### config.mk
export PLATFORM = sky130hd
export DESIGN_NAME = axil_lite_master_flat
export DESIGN_NICKNAME = d
export VERILOG_FILES = /design/src/rtl/axil_pkg.sv /design/src/rtl/axil_lite_master_if.sv /design/src/rtl/axil_lite_master_phase_timer.sv /design/src/rtl/axil_lite_master.sv /design/src/flat_wrapper.sv
export SDC_FILE = /design/constraint.sdc
export NUM_CORES = 1
export LEC_CHECK = 0
export BUFFER_PORTS_ARGS = -buffer_cell sky130_fd_sc_hd__buf_4
export CAP_MARGIN = 20
export CORE_UTILIZATION = 40
export CTS_BUF_LIST = sky130_fd_sc_hd__clkbuf_4 sky130_fd_sc_hd__clkbuf_8
export CTS_CLUSTER_SIZE = 28
export DETAILED_ROUTE_END_ITERATION = 10
export PLACE_DENSITY = 0.71
export SYNTH_ARGS = -nofsm -noshare
export SYNTH_HDL_FRONTEND = slang
export SYNTH_SLANG_ARGS = --single-unit
### constraint.sdc
create_clock -name S_AXI_ACLK -period 2.1 [get_ports S_AXI_ACLK]
set_input_delay 0.105 -clock S_AXI_ACLK [delete_from_list [all_inputs] [get_ports S_AXI_ACLK]]
set_output_delay 0.105 -clock S_AXI_ACLK [all_outputs]
set_load 0.1 [all_outputs]
### src/rtl/axil_pkg.sv
// Shared types for the AXI4-Lite master: response codes, FSM states, phase helper.
package axil_pkg;

  typedef enum logic [1:0] {
    OKAY   = 2'b00,
    EXOKAY = 2'b01,
    SLVERR = 2'b10,
    DECERR = 2'b11
  } axi_resp_t;

  typedef enum logic [2:0] {
    IDLE    = 3'd0,
    WR_REQ  = 3'd1,
    WR_RESP = 3'd2,
    RD_REQ  = 3'd3,
    RD_RESP = 3'd4,
    RSP     = 3'd5
  } axil_mst_state_t;

  // States in which the master is waiting on the AXI slave (timed by the phase timer).
  function automatic logic is_wait_phase(input axil_mst_state_t s);
    return (s == WR_REQ) || (s == WR_RESP) || (s == RD_REQ) || (s == RD_RESP);
  endfunction

endpackage

### src/rtl/axil_lite_master_if.sv
// AXI4-Lite bus bundle (five channels) with master and slave views.
interface axil_lite_master_if #(
  parameter int AW = 32,
  parameter int DW = 32
) ();

  logic [AW-1:0]   awaddr;
  logic            awvalid;
  logic            awready;
  logic [DW-1:0]   wdata;
  logic [DW/8-1:0] wstrb;
  logic            wvalid;
  logic            wready;
  logic [1:0]      bresp;
  logic            bvalid;
  logic            bready;
  logic [AW-1:0]   araddr;
  logic            arvalid;
  logic            arready;
  logic [DW-1:0]   rdata;
  logic [1:0]      rresp;
  logic            rvalid;
  logic            rready;

  modport master (
    output awaddr, awvalid, wdata, wstrb, wvalid, bready, araddr, arvalid, rready,
    input  awready, wready, bresp, bvalid, arready, rdata, rresp, rvalid
  );

  modport slave (
    input  awaddr, awvalid, wdata, wstrb, wvalid, bready, araddr, arvalid, rready,
    output awready, wready, bresp, bvalid, arready, rdata, rresp, rvalid
  );

endinterface

### src/rtl/axil_lite_master_phase_timer.sv
// Saturating wait-cycle counter; flags the cycle in which LIMIT wait cycles are reached.
module axil_phase_timer #(
  parameter int unsigned LIMIT = 1024
) (
  input  logic clk,
  input  logic rst_n,
  input  logic clear,
  input  logic enable,
  output logic expired
);

  generate
    if (LIMIT == 0) begin : g_off
      // A zero limit turns the watchdog off entirely.
      assign expired = 1'b0;
    end else begin : g_on
      localparam int CW = $clog2(LIMIT + 1);
      localparam logic [CW-1:0] LAST = CW'(LIMIT - 1);

      logic [CW-1:0] cnt_q;
      logic [CW-1:0] cnt_d;

      // Count wait cycles, restart on phase change, hold at the last value (no wrap).
      always_comb begin
        cnt_d = cnt_q;
        if (clear) begin
          cnt_d = '0;
        end else if (enable && (cnt_q != LAST)) begin
          cnt_d = cnt_q + 1'b1;
        end
      end

      // Counter register.
      always_ff @(posedge clk or negedge rst_n) begin
        if (!rst_n) begin
          cnt_q <= '0;
        end else begin
          cnt_q <= cnt_d;
        end
      end

      // The LIMIT-th waiting cycle is the one with cnt_q at LAST.
      assign expired = enable && (cnt_q == LAST);
    end
  endgenerate

endmodule

### src/rtl/axil_lite_master.sv
// AXI4-Lite master: one single-beat read or write in flight, command in / response out.
module axil_lite_master
  import axil_pkg::*;
#(
  parameter int          C_M_AXI_ADDR_WIDTH = 32,
  parameter int          C_M_AXI_DATA_WIDTH = 32,
  parameter int unsigned C_TIMEOUT_CYCLES   = 1024
) (
  input  logic                              S_AXI_ACLK,
  input  logic                              S_AXI_ARESETN,
  input  logic                              cmd_valid,
  output logic                              cmd_ready,
  input  logic                              cmd_write,
  input  logic [C_M_AXI_ADDR_WIDTH-1:0]     cmd_addr,
  input  logic [C_M_AXI_DATA_WIDTH-1:0]     cmd_wdata,
  input  logic [C_M_AXI_DATA_WIDTH/8-1:0]   cmd_wstrb,
  output logic                              rsp_valid,
  input  logic                              rsp_ready,
  output logic                              rsp_write,
  output logic [C_M_AXI_DATA_WIDTH-1:0]     rsp_rdata,
  output logic [1:0]                        rsp_resp,
  output logic                              busy,
  output logic                              timeout_err,
  axil_lite_master_if.master                m_axi
);

  localparam int AW = C_M_AXI_ADDR_WIDTH;
  localparam int DW = C_M_AXI_DATA_WIDTH;
  localparam int SW = DW / 8;

  axil_mst_state_t state_q, state_d;
  logic [AW-1:0]   addr_q, addr_d;
  logic [DW-1:0]   wdata_q, wdata_d;
  logic [SW-1:0]   wstrb_q, wstrb_d;
  logic            awvalid_q, awvalid_d;
  logic            wvalid_q, wvalid_d;
  logic            bready_q, bready_d;
  logic            arvalid_q, arvalid_d;
  logic            rready_q, rready_d;
  logic            rsp_valid_q, rsp_valid_d;
  logic            rsp_write_q, rsp_write_d;
  logic [DW-1:0]   rsp_rdata_q, rsp_rdata_d;
  axi_resp_t       rsp_resp_q, rsp_resp_d;
  logic            busy_q, busy_d;
  logic            timeout_err_q, timeout_err_d;
  logic            phase_expired;

  // Next state and next values of every registered output.
  always_comb begin
    state_d       = state_q;
    addr_d        = addr_q;
    wdata_d       = wdata_q;
    wstrb_d       = wstrb_q;
    awvalid_d     = awvalid_q;
    wvalid_d      = wvalid_q;
    bready_d      = bready_q;
    arvalid_d     = arvalid_q;
    rready_d      = rready_q;
    rsp_valid_d   = rsp_valid_q;
    rsp_write_d   = rsp_write_q;
    rsp_rdata_d   = rsp_rdata_q;
    rsp_resp_d    = rsp_resp_q;
    unique case (state_q)
      IDLE: begin
        if (cmd_valid) begin
          addr_d  = cmd_addr;
          wdata_d = cmd_wdata;
          wstrb_d = cmd_wstrb;
          if (cmd_write) begin
            state_d   = WR_REQ;
            awvalid_d = 1'b1;
            wvalid_d  = 1'b1;
          end else begin
            state_d   = RD_REQ;
            arvalid_d = 1'b1;
          end
        end
      end
      WR_REQ: begin
        // AW and W complete independently; move on once neither is pending.
        awvalid_d = awvalid_q && !m_axi.awready;
        wvalid_d  = wvalid_q && !m_axi.wready;
        if (!awvalid_d && !wvalid_d) begin
          state_d  = WR_RESP;
          bready_d = 1'b1;
        end
      end
      WR_RESP: begin
        if (m_axi.bvalid) begin
          state_d     = RSP;
          bready_d    = 1'b0;
          rsp_valid_d = 1'b1;
          rsp_write_d = 1'b1;
          rsp_rdata_d = '0;
          rsp_resp_d  = axi_resp_t'(m_axi.bresp);
        end
      end
      RD_REQ: begin
        if (m_axi.arready) begin
          state_d   = RD_RESP;
          arvalid_d = 1'b0;
          rready_d  = 1'b1;
        end
      end
      RD_RESP: begin
        if (m_axi.rvalid) begin
          state_d     = RSP;
          rready_d    = 1'b0;
          rsp_valid_d = 1'b1;
          rsp_write_d = 1'b0;
          rsp_rdata_d = m_axi.rdata;
          rsp_resp_d  = axi_resp_t'(m_axi.rresp);
        end
      end
      RSP: begin
        if (rsp_ready) begin
          state_d     = IDLE;
          rsp_valid_d = 1'b0;
        end
      end
      default: state_d = IDLE;
    endcase
    busy_d        = (state_d != IDLE);
    timeout_err_d = timeout_err_q | phase_expired;
  end

  // State and output registers; reset may arrive in any state.
  always_ff @(posedge S_AXI_ACLK or negedge S_AXI_ARESETN) begin
    if (!S_AXI_ARESETN) begin
      state_q       <= IDLE;
      addr_q        <= '0;
      wdata_q       <= '0;
      wstrb_q       <= '0;
      awvalid_q     <= 1'b0;
      wvalid_q      <= 1'b0;
      bready_q      <= 1'b0;
      arvalid_q     <= 1'b0;
      rready_q      <= 1'b0;
      rsp_valid_q   <= 1'b0;
      rsp_write_q   <= 1'b0;
      rsp_rdata_q   <= '0;
      rsp_resp_q    <= OKAY;
      busy_q        <= 1'b0;
      timeout_err_q <= 1'b0;
    end else begin
      state_q       <= state_d;
      addr_q        <= addr_d;
      wdata_q       <= wdata_d;
      wstrb_q       <= wstrb_d;
      awvalid_q     <= awvalid_d;
      wvalid_q      <= wvalid_d;
      bready_q      <= bready_d;
      arvalid_q     <= arvalid_d;
      rready_q      <= rready_d;
      rsp_valid_q   <= rsp_valid_d;
      rsp_write_q   <= rsp_write_d;
      rsp_rdata_q   <= rsp_rdata_d;
      rsp_resp_q    <= rsp_resp_d;
      busy_q        <= busy_d;
      timeout_err_q <= timeout_err_d;
    end
  end

  // Timer restarts whenever the FSM changes state; it only runs while waiting on the slave.
  axil_phase_timer #(
    .LIMIT (C_TIMEOUT_CYCLES)
  ) u_phase_timer (
    .clk     (S_AXI_ACLK),
    .rst_n   (S_AXI_ARESETN),
    .clear   (state_d != state_q),
    .enable  (is_wait_phase(state_q)),
    .expired (phase_expired)
  );

  assign cmd_ready     = (state_q == IDLE);
  assign rsp_valid     = rsp_valid_q;
  assign rsp_write     = rsp_write_q;
  assign rsp_rdata     = rsp_rdata_q;
  assign rsp_resp      = rsp_resp_q;
  assign busy          = busy_q;
  assign timeout_err   = timeout_err_q;
  assign m_axi.awaddr  = addr_q;
  assign m_axi.awvalid = awvalid_q;
  assign m_axi.wdata   = wdata_q;
  assign m_axi.wstrb   = wstrb_q;
  assign m_axi.wvalid  = wvalid_q;
  assign m_axi.bready  = bready_q;
  assign m_axi.araddr  = addr_q;
  assign m_axi.arvalid = arvalid_q;
  assign m_axi.rready  = rready_q;

endmodule

### src/flat_wrapper.sv
// flat-port wrapper written by rule: the top's interface ports become plain ports
module axil_lite_master_flat import axil_pkg::*;
#(
  parameter int          C_M_AXI_ADDR_WIDTH = 32,
  parameter int          C_M_AXI_DATA_WIDTH = 32,
  parameter int unsigned C_TIMEOUT_CYCLES   = 1024
)
  (S_AXI_ACLK, S_AXI_ARESETN, cmd_valid, cmd_ready, cmd_write, cmd_addr, cmd_wdata, cmd_wstrb, rsp_valid, rsp_ready, rsp_write, rsp_rdata, rsp_resp, busy, timeout_err, m_axi_awaddr, m_axi_awvalid, m_axi_wdata, m_axi_wstrb, m_axi_wvalid, m_axi_bready, m_axi_araddr, m_axi_arvalid, m_axi_rready, m_axi_awready, m_axi_wready, m_axi_bresp, m_axi_bvalid, m_axi_arready, m_axi_rdata, m_axi_rresp, m_axi_rvalid);
  axil_lite_master_if #(.AW(32), .DW(32)) m_axi_i ();
  input  logic S_AXI_ACLK;
  input  logic S_AXI_ARESETN;
  input  logic cmd_valid;
  output logic cmd_ready;
  input  logic cmd_write;
  input  logic [C_M_AXI_ADDR_WIDTH-1:0] cmd_addr;
  input  logic [C_M_AXI_DATA_WIDTH-1:0] cmd_wdata;
  input  logic [C_M_AXI_DATA_WIDTH/8-1:0] cmd_wstrb;
  output logic rsp_valid;
  input  logic rsp_ready;
  output logic rsp_write;
  output logic [C_M_AXI_DATA_WIDTH-1:0] rsp_rdata;
  output logic [1:0] rsp_resp;
  output logic busy;
  output logic timeout_err;
  output wire logic [$bits(m_axi_i.awaddr)-1:0] m_axi_awaddr;
  output wire logic [$bits(m_axi_i.awvalid)-1:0] m_axi_awvalid;
  output wire logic [$bits(m_axi_i.wdata)-1:0] m_axi_wdata;
  output wire logic [$bits(m_axi_i.wstrb)-1:0] m_axi_wstrb;
  output wire logic [$bits(m_axi_i.wvalid)-1:0] m_axi_wvalid;
  output wire logic [$bits(m_axi_i.bready)-1:0] m_axi_bready;
  output wire logic [$bits(m_axi_i.araddr)-1:0] m_axi_araddr;
  output wire logic [$bits(m_axi_i.arvalid)-1:0] m_axi_arvalid;
  output wire logic [$bits(m_axi_i.rready)-1:0] m_axi_rready;
  input wire logic [$bits(m_axi_i.awready)-1:0] m_axi_awready;
  input wire logic [$bits(m_axi_i.wready)-1:0] m_axi_wready;
  input wire logic [$bits(m_axi_i.bresp)-1:0] m_axi_bresp;
  input wire logic [$bits(m_axi_i.bvalid)-1:0] m_axi_bvalid;
  input wire logic [$bits(m_axi_i.arready)-1:0] m_axi_arready;
  input wire logic [$bits(m_axi_i.rdata)-1:0] m_axi_rdata;
  input wire logic [$bits(m_axi_i.rresp)-1:0] m_axi_rresp;
  input wire logic [$bits(m_axi_i.rvalid)-1:0] m_axi_rvalid;
  assign m_axi_awaddr = m_axi_i.awaddr;
  assign m_axi_awvalid = m_axi_i.awvalid;
  assign m_axi_wdata = m_axi_i.wdata;
  assign m_axi_wstrb = m_axi_i.wstrb;
  assign m_axi_wvalid = m_axi_i.wvalid;
  assign m_axi_bready = m_axi_i.bready;
  assign m_axi_araddr = m_axi_i.araddr;
  assign m_axi_arvalid = m_axi_i.arvalid;
  assign m_axi_rready = m_axi_i.rready;
  assign m_axi_i.awready = m_axi_awready;
  assign m_axi_i.wready = m_axi_wready;
  assign m_axi_i.bresp = m_axi_bresp;
  assign m_axi_i.bvalid = m_axi_bvalid;
  assign m_axi_i.arready = m_axi_arready;
  assign m_axi_i.rdata = m_axi_rdata;
  assign m_axi_i.rresp = m_axi_rresp;
  assign m_axi_i.rvalid = m_axi_rvalid;
  axil_lite_master #(.C_M_AXI_ADDR_WIDTH(C_M_AXI_ADDR_WIDTH), .C_M_AXI_DATA_WIDTH(C_M_AXI_DATA_WIDTH), .C_TIMEOUT_CYCLES(C_TIMEOUT_CYCLES)) u_core (.S_AXI_ACLK(S_AXI_ACLK), .S_AXI_ARESETN(S_AXI_ARESETN), .cmd_valid(cmd_valid), .cmd_ready(cmd_ready), .cmd_write(cmd_write), .cmd_addr(cmd_addr), .cmd_wdata(cmd_wdata), .cmd_wstrb(cmd_wstrb), .rsp_valid(rsp_valid), .rsp_ready(rsp_ready), .rsp_write(rsp_write), .rsp_rdata(rsp_rdata), .rsp_resp(rsp_resp), .busy(busy), .timeout_err(timeout_err), .m_axi(m_axi_i));
endmodule
; ---- Word-level counts from Yosys, hierarchy flattened
; Index checks and enable logic that the tools add are counted.
[totals]
reg_bits = 125
in_bits = 114
wordCells = 97
[op_classes]
bitwise_logic = 1
n_eq_ne = 16
muxes = 35
add_sub_neg = 1
n_reduce_logical = 28
[op_table]
columns = cell, count
row1 = 2-to-1 mux 32 bit, 2
row2 = one-hot mux 32 bit (2 select lines), 1
row3 = 2-to-1 mux 11 bit, 2
row4 = 2-to-1 mux 3 bit, 6
row5 = one-hot mux 3 bit (6 select lines), 1
row6 = 2-to-1 mux 1 bit, 12
row7 = != test 2 bit (second input constant), 6
row8 = one-hot mux 1 bit (2 select lines), 6
row9 = AND reduction 3 bit, 4
row10 = nonzero test 2 bit, 6
row11 = adder 11 x 1 -> 11 bit (second input constant), 1
row12 = == test 11 x 10 -> 1 bit (second input constant), 1
row13 = != test 11 x 10 -> 1 bit (second input constant), 1
row14 = AND reduction 4 bit, 2
row15 = == test 3 x 2 -> 1 bit (second input constant), 2
row16 = == test 3 bit (second input constant), 2
row17 = 2-to-1 mux 2 bit, 3
row18 = nonzero test 3 bit, 2
row19 = logical AND 1 bit, 5
row20 = zero test 1 bit, 4
row21 = != test 2 x 1 -> 1 bit (second input constant), 2
row22 = one-hot mux 2 bit (2 select lines), 1
row23 = == test 3 x 1 -> 1 bit (second input constant), 1
row24 = zero test 3 bit, 1
row25 = 5 further kinds, 7

; ---- Logic depth before layout (Yosys ltp)
; Gate-level depths: netlist of the first run.
[logic_depth]
depth_word = 8
depth_mapped = 7
mapped_depth_nobuf = 5

; ---- Cells and area by module
; From an unflattened synthesis of the first run, not the netlist that was laid out.
[hier_totals]
hier_cells = 467
area_unflattened_um2 = 5378.9
[modules_own_cells]
columns = module, cells_per_inst, instances, area_each_um2
row1 = axil_lite_master, 402, 1, 4765.8
row2 = axil_phase_timer, 65, 1, 613.1

; ---- Worst setup path after synthesis of the first run
; Ideal clock, no wire load.
[synth_timing]
path_kind = reg-to-reg
start = register u_core.wvalid_q, in the netlist u_core.m_axi.wvalid
end = register u_core.u_phase_timer.g_on.cnt_q[2]
t_arrival_ns = 1.978
stages_incl_launch_ff = 6
t_required_ns = 2.020
path_buffers = 1
setup_slack_ns = 0.042
cell_sequence = dfrtp_1 > nor2b_1 > o32ai_4 > a221o_1 > buf_4 > nor3_2
[synth_between]
elab_chain_cells = 7
word_cells_on_any_way = 8
classes_between = eq/ne: 1 / mux: 3 / reduce/logical: 4
[synth_rtl]
columns = item, line
row1 = start: declaration, axil_lite_master.sv:36  ; logic wvalid_q, wvalid_d;
row2 = start signal: assignment, axil_lite_master.sv:151  ; wvalid_q <= wvalid_d;
row3 = logical AND 1 bit *, axil_lite_master.sv:82  ; wvalid_d = wvalid_q && !m_axi.wready;
row4 = zero test 1 bit *, axil_lite_master.sv:83  ; if (!awvalid_d && !wvalid_d) begin
row5 = logical AND 1 bit *, axil_lite_master.sv:83
row6 = 2-to-1 mux 3 bit *, axil_lite_master.sv:83
row7 = one-hot mux 3 bit (6 select lines) *, axil_lite_master.sv:63  ; unique case (state_q)
row8 = != test 3 bit *, axil_lite_master.sv:170  ; .clear (state_d != state_q),
row9 = 2-to-1 mux 11 bit / nonzero test 2 bit (equally long branches), -
row10 = end signal: assignment, axil_lite_master_phase_timer.sv:38  ; cnt_q <= cnt_d;
row11 = end: declaration, axil_lite_master_phase_timer.sv:20  ; logic [CW-1:0] cnt_q;
; Every way passes the cells marked *; elsewhere a longest branch is shown, timed or not.
; A chain may end at the register's enable or synchronous reset.

; ---- Final worst setup path of the first run
[layout_timing]
start = register u_core.state_q[2]
end = register u_core.rsp_resp_q[1], in the netlist u_core.rsp_resp[1]
[layout_between]
elab_chain_cells = 3
word_cells_on_any_way = 7
classes_between = eq/ne: 4 / mux: 1 / reduce/logical: 2
[layout_rtl]
columns = item, line
row1 = start: declaration, axil_lite_master.sv:31  ; axil_mst_state_t state_q, state_d;
row2 = start signal: assignment, axil_lite_master.sv:146  ; state_q <= state_d;
row3 = == test 3 x 2 -> 1 bit / == test 3 bit (equally long branches), axil_lite_master.sv:63
row4 = != test 2 bit (no line) / nonzero test 2 bit (equally long branches), -
row5 = AND reduction 3 bit (no line), -
row6 = end signal: assignment, axil_lite_master.sv:158  ; rsp_resp_q <= rsp_resp_d;
row7 = end: declaration, axil_lite_master.sv:43  ; axi_resp_t rsp_resp_q, rsp_resp_d;
; Parallel ways exist; a longest one is shown, timed or not.

==> results.ini, run 1 <==
[outcome]
outcome = finished, final reports clean

[routing]
via_per_inst = 4.827
highest_layer = met4
wl_met2_um = 8640
wl_met3_um = 1245
post_drt_wl_per_cell_um = 14.66
met1_length_um = 6183
vias = 5445
first_iter_violations = 306
drt_wl_total_um = 16530
detail-route-antenna-nets = 0
drc = 0
dr.pass1.iters = 5

[job]
drv_cap = 0

[timing]
min_period_over_period = 0.9481
period_minus_slack_ps = 1991
worst_pin_slew_ps = 713.3
fin_ws_ps = 108.9
skew_ps = 4.908
slew-limit-headroom = 0.5244
rsz0062_at_grt = no
fmax_ghz = 0.5022
slew_viol_final = 0
fin_tns_setup_ps = 0
setup-violations-final = 0
hold_viol_final = 0

[synthesis]
synth_area_leaders = dfrtp_1, nand2_1, buf_4, o21ai_1, clkbuf_1
syn_area_mm2 = 0.005429
synth_top_area_frac = 0.5762
synth_ff_type = dfrtp_1
ys_seq_area_frac = 0.5762
ys_seq_elements = 125
synthDistinctLibCells = 49
syn_nets = 723
synth_edf_count = 0
ys_warn_count = 0
yosysMostFrequentCell = nand2_1
async_reset_ff_frac = 1.000
synth_cells = 608
synth_top_area_cell = dfrtp_1
yosys-top-cells-count = nand2_1, dfrtp_1, buf_4
syn_avg_cell_area_um2 = 8.929

[global_routing]
grt_pass1_wl_um = 27080
grt_pass1_vias = 5618
track_usage = 0.2458
grt-ovfl-total = 0
antenna_found_initial = 0
grt_max_degree = 126

[hold_path]
hold_path.class = input pin to register
min_path_cells = 4
min_to = u_core.rsp_write$_DFFE_PN0P_
worstHoldStart = m_axi_rvalid

[layout]
fin_nets = 1056
area_delta_synth_final_pct = 63.49
layout-drive-gt1-share = 0.3319
diodes = 0

[placement]
io_buffers = 257
place_ws_ps = 76.86
dp_hpwl_um = 10380
place.gp.congestion = 0.8131

[cts]
cts_max_path_buffers = 2
clk_latency_ps = 430
cts_max_level = 4
clkSlewWorstSetupHoldPaths_ps = 70
cts_made_buffers = 17
postCtsSetupBuffers = 0
cts_root_buf = clkbuf_8
clock-sinks = 125
cts_tree = built

[floorplanning]
die-area_mm2 = 0.01404
coreArea_mm2 = 0.01324
die_h_um = 118.5
ios = 258
die_w_um = 118.5
start_util = 0.4100
fp-row-count = 42

[worst_setup_path]
critPathArrivalTime_ps = 2270
timing.reg2reg.setup_slack_ps = 110
crit_required_ps = 2380
timing.rr.start = u_core.state_q[2]$_DFF_PN0_
reg2reg_to = u_core.rsp_resp[1]$_DFFE_PN0P_
critPathMaxFanout = 14
r2r_cells = 5
path_class = register to register
critPathCaptureType = register
start_kind = register

## layer usage
layer	vias to the layer above	global-route usage
met3	41	0.08060
met1	2597	0.2652
met2	225	0.4327
li1	2582	-
met5	-	0
met4	0	0.1187
## how the worst max path moves through the flow
stage                                                from  depth (start not counted)                                        endpoint
after floorplan           u_core.m_axi.wvalid$_DFFE_PN0P_                          5  u_core.u_phase_timer.g_on.cnt_q[2]$_DFFE_PN0P_
after global placement        u_core.state_q[2]$_DFF_PN0_                          4  u_core.u_phase_timer.g_on.cnt_q[3]$_DFFE_PN0P_
after detailed placement      u_core.state_q[2]$_DFF_PN0_                          4  u_core.u_phase_timer.g_on.cnt_q[3]$_DFFE_PN0P_
after CTS                     u_core.state_q[1]$_DFF_PN0_                          4                                       cmd_ready
after global routing          u_core.state_q[1]$_DFF_PN0_                          4                                       cmd_ready
final                         u_core.state_q[2]$_DFF_PN0_                          5                  u_core.rsp_resp[1]$_DFFE_PN0P_
## cells by family (layout without fill, tap and decap cells)
kind of cell	after synthesis	count (layout)	synth area share
AND/OR/NAND/NOR	331	331	0.2507
flip-flops	125	125	0.5762
AO/OA/AOI/OAI	74	74	0.08505
XOR/XNOR	1	1	0.001614
adder cells (fa/ha/maj)	1	1	0.002304
multiplexers	5	5	0.009219
buffers and inverters	71	415	0.07490
## critical path, cell delays in order, from the launching register on
cell and delay, ps:
dfrtp_2 440, buf_4 220, nor3b_4 320, mux2i_1 220
dlygate4sd3_1 570, o21ai_1 90
## stage by stage
stage	area, um2	hold slack [ps]	util	cells
floorplan	5429	-190.6	-	608
CTS	8870	8.841	0.6698	1128
global route	8876	35.42	0.6703	1128
finish	8876	45.11	0.6703	1128
global placement	7358	259.9	0.5557	989
detailed placement	7358	276.9	0.5557	989
## state kept, by name (all words and copies together) (netlist names)
| register | cells |
|---|---|
| u_core.m_axi.araddr | 32 |
| u_core.m_axi.wdata | 32 |
| u_core.rsp_rdata | 32 |
| u_core.u_phase_timer.g_on.cnt_q | 11 |
| u_core.m_axi.wstrb | 4 |
| u_core.state_q | 3 |
| u_core.rsp_resp | 2 |
| u_core.busy | 1 |
| u_core.m_axi.arvalid | 1 |
| u_core.m_axi.awvalid | 1 |
| u_core.m_axi.bready | 1 |
| u_core.m_axi.rready | 1 |
| u_core.m_axi.wvalid | 1 |
| u_core.rsp_valid | 1 |
| u_core.rsp_write | 1 |
| u_core.timeout_err | 1 |
## layout make-up
| class | count | area, um2 |
|---|---|---|
| clock buffers | 23 | 310.3 |
| clock inverters | 7 | 110.1 |
| fillers | 991 | 4367 |
| inverters | 6 | 22.52 |
| multi-input cells | 412 | 1912 |
| flip-flops and latches | 125 | 3129 |
| well taps | 176 | 220.2 |
| repair buffers | 379 | 3172 |
## layout by cell type (no fill, tap or decap), types with 2 or more instances in the layout
cell type	instances
or2_2	3
buf_12	4
mux2i_1	5
inv_1	4
buf_4	265
nand2_1	281
o21ai_0	9
nand4b_1	2
clkbuf_8	22
nor2b_1	3
bufinv_16	3
nand3b_1	2
o21ai_1	33
or3_1	3
clkinv_2	4
a21oi_1	11
o22ai_1	2
nor2_1	12
nand2b_1	4
nand3_1	5
nor4_1	3
dfrtp_1	124
inv_2	2
dlygate4sd3_1	109
nor3_1	5
## timing repair
item,4_1_cts,5_1_grt
endpoints found under the setup margin,0,8
gates resized for setup,0,3
hold buffers,109,0
hold endpoints to repair,230,0
Power of run 1 is left out: the tool's default activity adds up to more than one toggle a clock period on the data nets, which glitch-free logic cannot reach.
==> run 2, diff against run 1 <==
Settings changed: MAX_ROUTING_LAYER set to met4, TNS_END_PERCENT set to 10.
==> run 2 against run 1 <==
Compared with the run above:
- global-route usage up 0.69 points
- die area unchanged
- maximum frequency up 0.51%
- sequential cell count unchanged
- largest cell class unchanged
- core utilization unchanged
- final area unchanged
- non-clock buffer count unchanged
- sequential share of layout area unchanged
- first-iteration DRC count down 6.5%
- wire length down 0.44%
- clock skew about the same
- register-to-register slack about the same
==> results.ini, run 2 (synthesis results as in run 1) <==
[outcome]
outcome = finished, final reports clean

[worst_setup_path]
start_kind = register
timing.rr.start = u_core.state_q[2]$_DFF_PN0_
slowest_delay_ps = 570  ; about the same
critPathArrivalTime_ps = 2270  ; about the same
path_class = register to register
slowest_stage = dlygate4sd3_1
crit_chain = buf_4 -> nor3b_4 -> mux2i_1 -> dlygate4sd3_1 -> o21ai_1
critPathMaxFanout = 14  ; unchanged
critPathCaptureType = register
crit_required_ps = 2390  ; about the same
timing.reg2reg.setup_slack_ps = 120  ; about the same
worstPathBufferInverterCount = 2  ; unchanged
r2r_cells = 5  ; unchanged
reg2reg_to = u_core.rsp_resp[1]$_DFFE_PN0P_
cpLargestDelayFamily = buffers and inverters

[global_routing]
antenna_found_initial = 0  ; unchanged
grt-ovfl-total = 0  ; unchanged
track_usage = 0.2527  ; +0.006937
grt_max_degree = 126  ; unchanged
grt_pass1_wl_um = 26970  ; -0.38%
grt_pass1_vias = 5638  ; +0.36%

[job]
drv_cap = 0  ; unchanged

[hold_path]
min_path_cells = 4  ; unchanged
hold_path.class = input pin to register
min_to = u_core.rsp_write$_DFFE_PN0P_
worstHoldStart = m_axi_rvalid

[floorplanning]
fp-row-count = 42  ; unchanged
die_h_um = 118.5  ; unchanged
die-area_mm2 = 0.01404  ; unchanged
ios = 258  ; unchanged
coreArea_mm2 = 0.01324  ; unchanged
start_util = 0.4100  ; unchanged
die_w_um = 118.5  ; unchanged

[layout]
final_common_cell = nand2_1
fill_cells = 991  ; unchanged
layout_common_cells = nand2_1, buf_4, dfrtp_1
final-seq-area_mm2 = 0.003129  ; unchanged
fin_nets = 1056  ; unchanged
diodes = 0  ; unchanged
area_delta_synth_final_pct = 63.49  ; unchanged
multi_input_area_mm2 = 0.001912  ; unchanged
layout-drive-gt1-share = 0.3319  ; unchanged

[timing]
setup-violations-final = 0  ; unchanged
period_minus_slack_ps = 1981  ; -10.05 ps
fin_ws_ps = 119.0  ; +10.05 ps
fin_tns_setup_ps = 0  ; unchanged
slew-limit-headroom = 0.5267  ; +0.002273
fmax_ghz = 0.5048  ; +0.51%
skew_ps = 4.761  ; -0.1467 ps
slew_viol_final = 0  ; unchanged
hold_viol_final = 0  ; unchanged
worst_pin_slew_ps = 709.9  ; -3.409 ps
rsz0062_at_grt = no
min_period_over_period = 0.9433  ; -0.004786

[routing]
first_iter_violations = 286  ; -6.5%
dr.pass1.iters = 5  ; unchanged
drc = 0  ; unchanged
post_drt_wl_per_cell_um = 14.59  ; -0.44%
vias = 5444  ; -0.018%
via_per_inst = 4.826  ; about the same
detail-route-antenna-nets = 0  ; unchanged
drt_wl_total_um = 16460  ; -0.44%

[placement]
dp_hpwl_um = 10380  ; unchanged
place.gp.congestion = 0.8251  ; +1.5%
place_ws_ps = 76.86  ; unchanged
io_buffers = 257  ; unchanged

[cts]
cts_tree = built
cts_max_path_buffers = 2  ; unchanged
clock-sinks = 125  ; unchanged
cts_root_buf = clkbuf_8
cts_made_buffers = 17  ; unchanged
clkSlewWorstSetupHoldPaths_ps = 70  ; about the same
clk_latency_ps = 440  ; about the same
postCtsSetupBuffers = 0  ; unchanged
cts_max_level = 4  ; unchanged

==> run 2: cell counts in the layout (fill, tap and decap cells not counted) <==
No cell type changed its count.
==> run 2: how the worst max path moves through the flow <==
| stage | start | end | slack, ps | cells past startpoint |
|---|---|---|---|---|
| after detailed placement | u_core.state_q[2]$_DFF_PN0_ | u_core.u_phase_timer.g_on.cnt_q[3]$_DFFE_PN0P_ | 80 | 4 |
| final | u_core.state_q[2]$_DFF_PN0_ | u_core.rsp_resp[1]$_DFFE_PN0P_ | 120 | 5 |
| after CTS | u_core.state_q[1]$_DFF_PN0_ | cmd_ready | 40 | 4 |
| after global placement | u_core.state_q[2]$_DFF_PN0_ | u_core.u_phase_timer.g_on.cnt_q[3]$_DFFE_PN0P_ | 140 | 4 |
| after floorplan | u_core.m_axi.wvalid$_DFFE_PN0P_ | u_core.u_phase_timer.g_on.cnt_q[2]$_DFFE_PN0P_ | 40 | 5 |
| after global routing | u_core.state_q[1]$_DFF_PN0_ | cmd_ready | 40 | 4 |
==> run 2: through the flow <==
step | util | cell area (um2) | instances | hold WS (ps)
after floorplan | - | 5429 | 608 | -190.6
after global placement | 0.5557 | 7358 | 989 | 259.9
after detailed placement | 0.5557 | 7358 | 989 | 276.9
after CTS | 0.6698 | 8870 | 1128 | 8.841
after global routing | 0.6703 | 8876 | 1128 | 33.66
final | 0.6703 | 8876 | 1128 | 35.76
==> run 2: cell type report <==
cell class | count | area share
clock buffers | 23 | 0.03496
clock inverters | 7 | 0.01240
inverters | 6 | 0.002537
multi-input cells | 412 | 0.2154
flip-flops and latches | 125 | 0.3526
well taps | 176 | 0.02481
repair buffers | 379 | 0.3573
==> run 2: what timing repair did <==
item / in CTS / in global routing
setup endpoints to repair: 0 / 8
hold buffers: 109 / 0
resized for setup: 0 / 3
endpoints found under the hold margin: 230 / 0
==> run 2: worst reg2reg max path: stages (launching register included) <==
cell and delay [ps]:
dfrtp_2 430, buf_4 220, nor3b_4 320, mux2i_1 220, dlygate4sd3_1 570, o21ai_1 80
==> run 2: metal layers <==
| layer | routed length, um | global-route usage | vias up |
|---|---|---|---|
| met1 | 6142 | 0.2713 | 2602 |
| met2 | 8676 | 0.4342 | 214 |
| met5 | 0 | - | - |
| li1 | - | - | 2581 |
| met4 | 534 | 0.1210 | 0 |
| met3 | 1107 | 0.06660 | 47 |
Power of run 2 is left out for the same reason.
==> run 3, diff against run 2 <==
Settings changed: CAP_MARGIN 20 to not set, CORE_ASPECT_RATIO set to 0.7.
==> run 3 against run 2 <==
Compared with the run above:
- global-route usage grew 1.2 points
- highest routed layer unchanged
- cell count is 1.1% higher
- largest cell class unchanged
- first-iteration DRC count is 14% lower
- sequential share of layout area shrank 0.29 points
==> results.ini, run 3 (synthesis results as in run 1) <==
[outcome]
outcome = finished, final reports clean

[routing]
drc = 0  ; unchanged
drt_wl_total_um = 17550  ; +6.6%
post_drt_wl_per_cell_um = 15.40  ; +5.5%
dr.pass1.iters = 5  ; unchanged
detail-route-antenna-nets = 0  ; unchanged
via_per_inst = 4.829  ; about the same
first_iter_violations = 247  ; -14%
vias = 5505  ; +1.1%

[global_routing]
grt_max_degree = 72  ; -43%
grt-ovfl-total = 0  ; unchanged
grt_pass1_vias = 5564  ; -1.3%
track_usage = 0.2647  ; +0.01199
grt_pass1_wl_um = 27750  ; +2.9%
antenna_found_initial = 0  ; unchanged

[layout]
layout-drive-gt1-share = 0.3361  ; +0.004193
fin_nets = 1057  ; +0.095%
diodes = 0  ; unchanged
final_common_cell = nand2_1
area_delta_synth_final_pct = 64.78
layout_common_cells = nand2_1, buf_4, dfrtp_1

[timing]
period_minus_slack_ps = 2008  ; +27.25 ps
setup-violations-final = 0  ; unchanged
min_period_over_period = 0.9563  ; +0.01297
fmax_ghz = 0.4979  ; -1.4%
fin_tns_setup_ps = 0  ; unchanged
hold_viol_final = 0  ; unchanged
slew_viol_final = 0  ; unchanged
rsz0062_at_grt = no
skew_ps = 14.34  ; +9.581 ps
slew-limit-headroom = 0.6618  ; +0.1351
worst_pin_slew_ps = 506.5  ; -203.5 ps

[worst_setup_path]
path_class = register to register
crit_required_ps = 2400  ; about the same
path_depth = 6  ; +1
start_kind = register
cpLargestDelayFamily = buffers and inverters
r2r_cells = 6  ; +1
critPathCaptureType = register
slowest_delay_ps = 580  ; about the same
crit_chain = buf_4 -> nor3b_4 -> buf_12 -> mux2i_1 -> dlygate4sd3_1 -> o21ai_1
critPathArrivalTime_ps = 2310  ; +40 ps
worstPathBufferInverterCount = 3  ; +1
slowest_stage = dlygate4sd3_1
critPathMaxFanout = 34  ; +20

[placement]
dp_hpwl_um = 10880  ; +4.8%
place.gp.congestion = 0.9092  ; +10%
io_buffers = 257  ; unchanged

[cts]
clkSlewWorstSetupHoldPaths_ps = 70  ; about the same
clk_latency_ps = 430  ; about the same
cts_root_buf = clkbuf_8
clock-sinks = 125  ; unchanged
cts_tree = built
cts_made_buffers = 17  ; unchanged
cts_max_level = 4  ; unchanged
cts_max_path_buffers = 2  ; unchanged

[floorplanning]
die_h_um = 99.47  ; -16%
fp-row-count = 35  ; -17%
start_util = 0.4119  ; +0.001907
coreArea_mm2 = 0.01318  ; -0.46%
ios = 258  ; unchanged
die_w_um = 141.2  ; +19%
die-area_mm2 = 0.01405  ; about the same

[job]
drv_cap = 0  ; unchanged

[hold_path]
hold_path.class = input pin to register
min_path_cells = 4  ; unchanged

[run 3: what timing repair did]
item	4_1_cts	5_1_grt
resized for setup	1	4
endpoints found under the setup margin	1	11
setup buffers	0	0
hold endpoints to repair	192	0
hold buffers	109	0
[run 3: path summary, 6_finish.rpt]
check                                        startpoint                                 end  slack [ps]
setup / recovery            u_core.state_q[1]$_DFF_PN0_      u_core.rsp_resp[0]$_DFFE_PN0P_          90
hold / removal                             m_axi_rvalid     u_core.m_axi.rready$_DFFE_PN0P_          50
setup reg to reg            u_core.state_q[1]$_DFF_PN0_      u_core.rsp_resp[0]$_DFFE_PN0P_          90
hold reg to reg            u_core.timeout_err$_DFF_PN0_        u_core.timeout_err$_DFF_PN0_         480
max in group asynchronous                 S_AXI_ARESETN   u_core.m_axi.wdata[8]$_DFFE_PN0P_        1160
min in group asynchronous                 S_AXI_ARESETN  u_core.m_axi.wdata[24]$_DFFE_PN0P_         120
[run 3: metrics by stage]
step / instance area, um2 / hold WS, ps / worst slack (ps) / util / instances
finish: 8946 / 52.93 / 91.73 / 0.6787 / 1140
global route: 8946 / 71.92 / 29.85 / 0.6787 / 1140
CTS: 8926 / 26.69 / 44.60 / 0.6772 / 1140
detailed placement: 7377 / 27.43 / 65.51 / 0.5597 / 999
global placement: 7377 / 22.61 / 135.9 / 0.5597 / 999
floorplan: 5429 / -190.6 / 41.66 / - / 608
[run 3: cell type report]
type                       count  area [um2]
timing repair buffer         380        3179
fill                         959        4235
clock buffer                  20       269.0
multi-input combinational    412        1931
clock inverter                12       185.2
sequential                   125        3128
tap                          185       231.5
inverter                       6       22.52
[run 3: worst register-to-register path, cell delays in order, from the launching register on]
cell and delay, ps:
dfrtp_1 390, buf_4 160, nor3b_4 240, buf_12 230, mux2i_1 240, dlygate4sd3_1 580, o21ai_1 60
[run 3: per-layer routing]
layer | track usage | up-vias | routed length (um)
met5 | - | - | 0
met4 | 0.1120 | 0 | 336
met3 | 0.06500 | 28 | 1393
met2 | 0.4337 | 262 | 8850
met1 | 0.3132 | 2623 | 6972
li1 | - | 2592 | -
Power of run 3 is left out for the same reason.
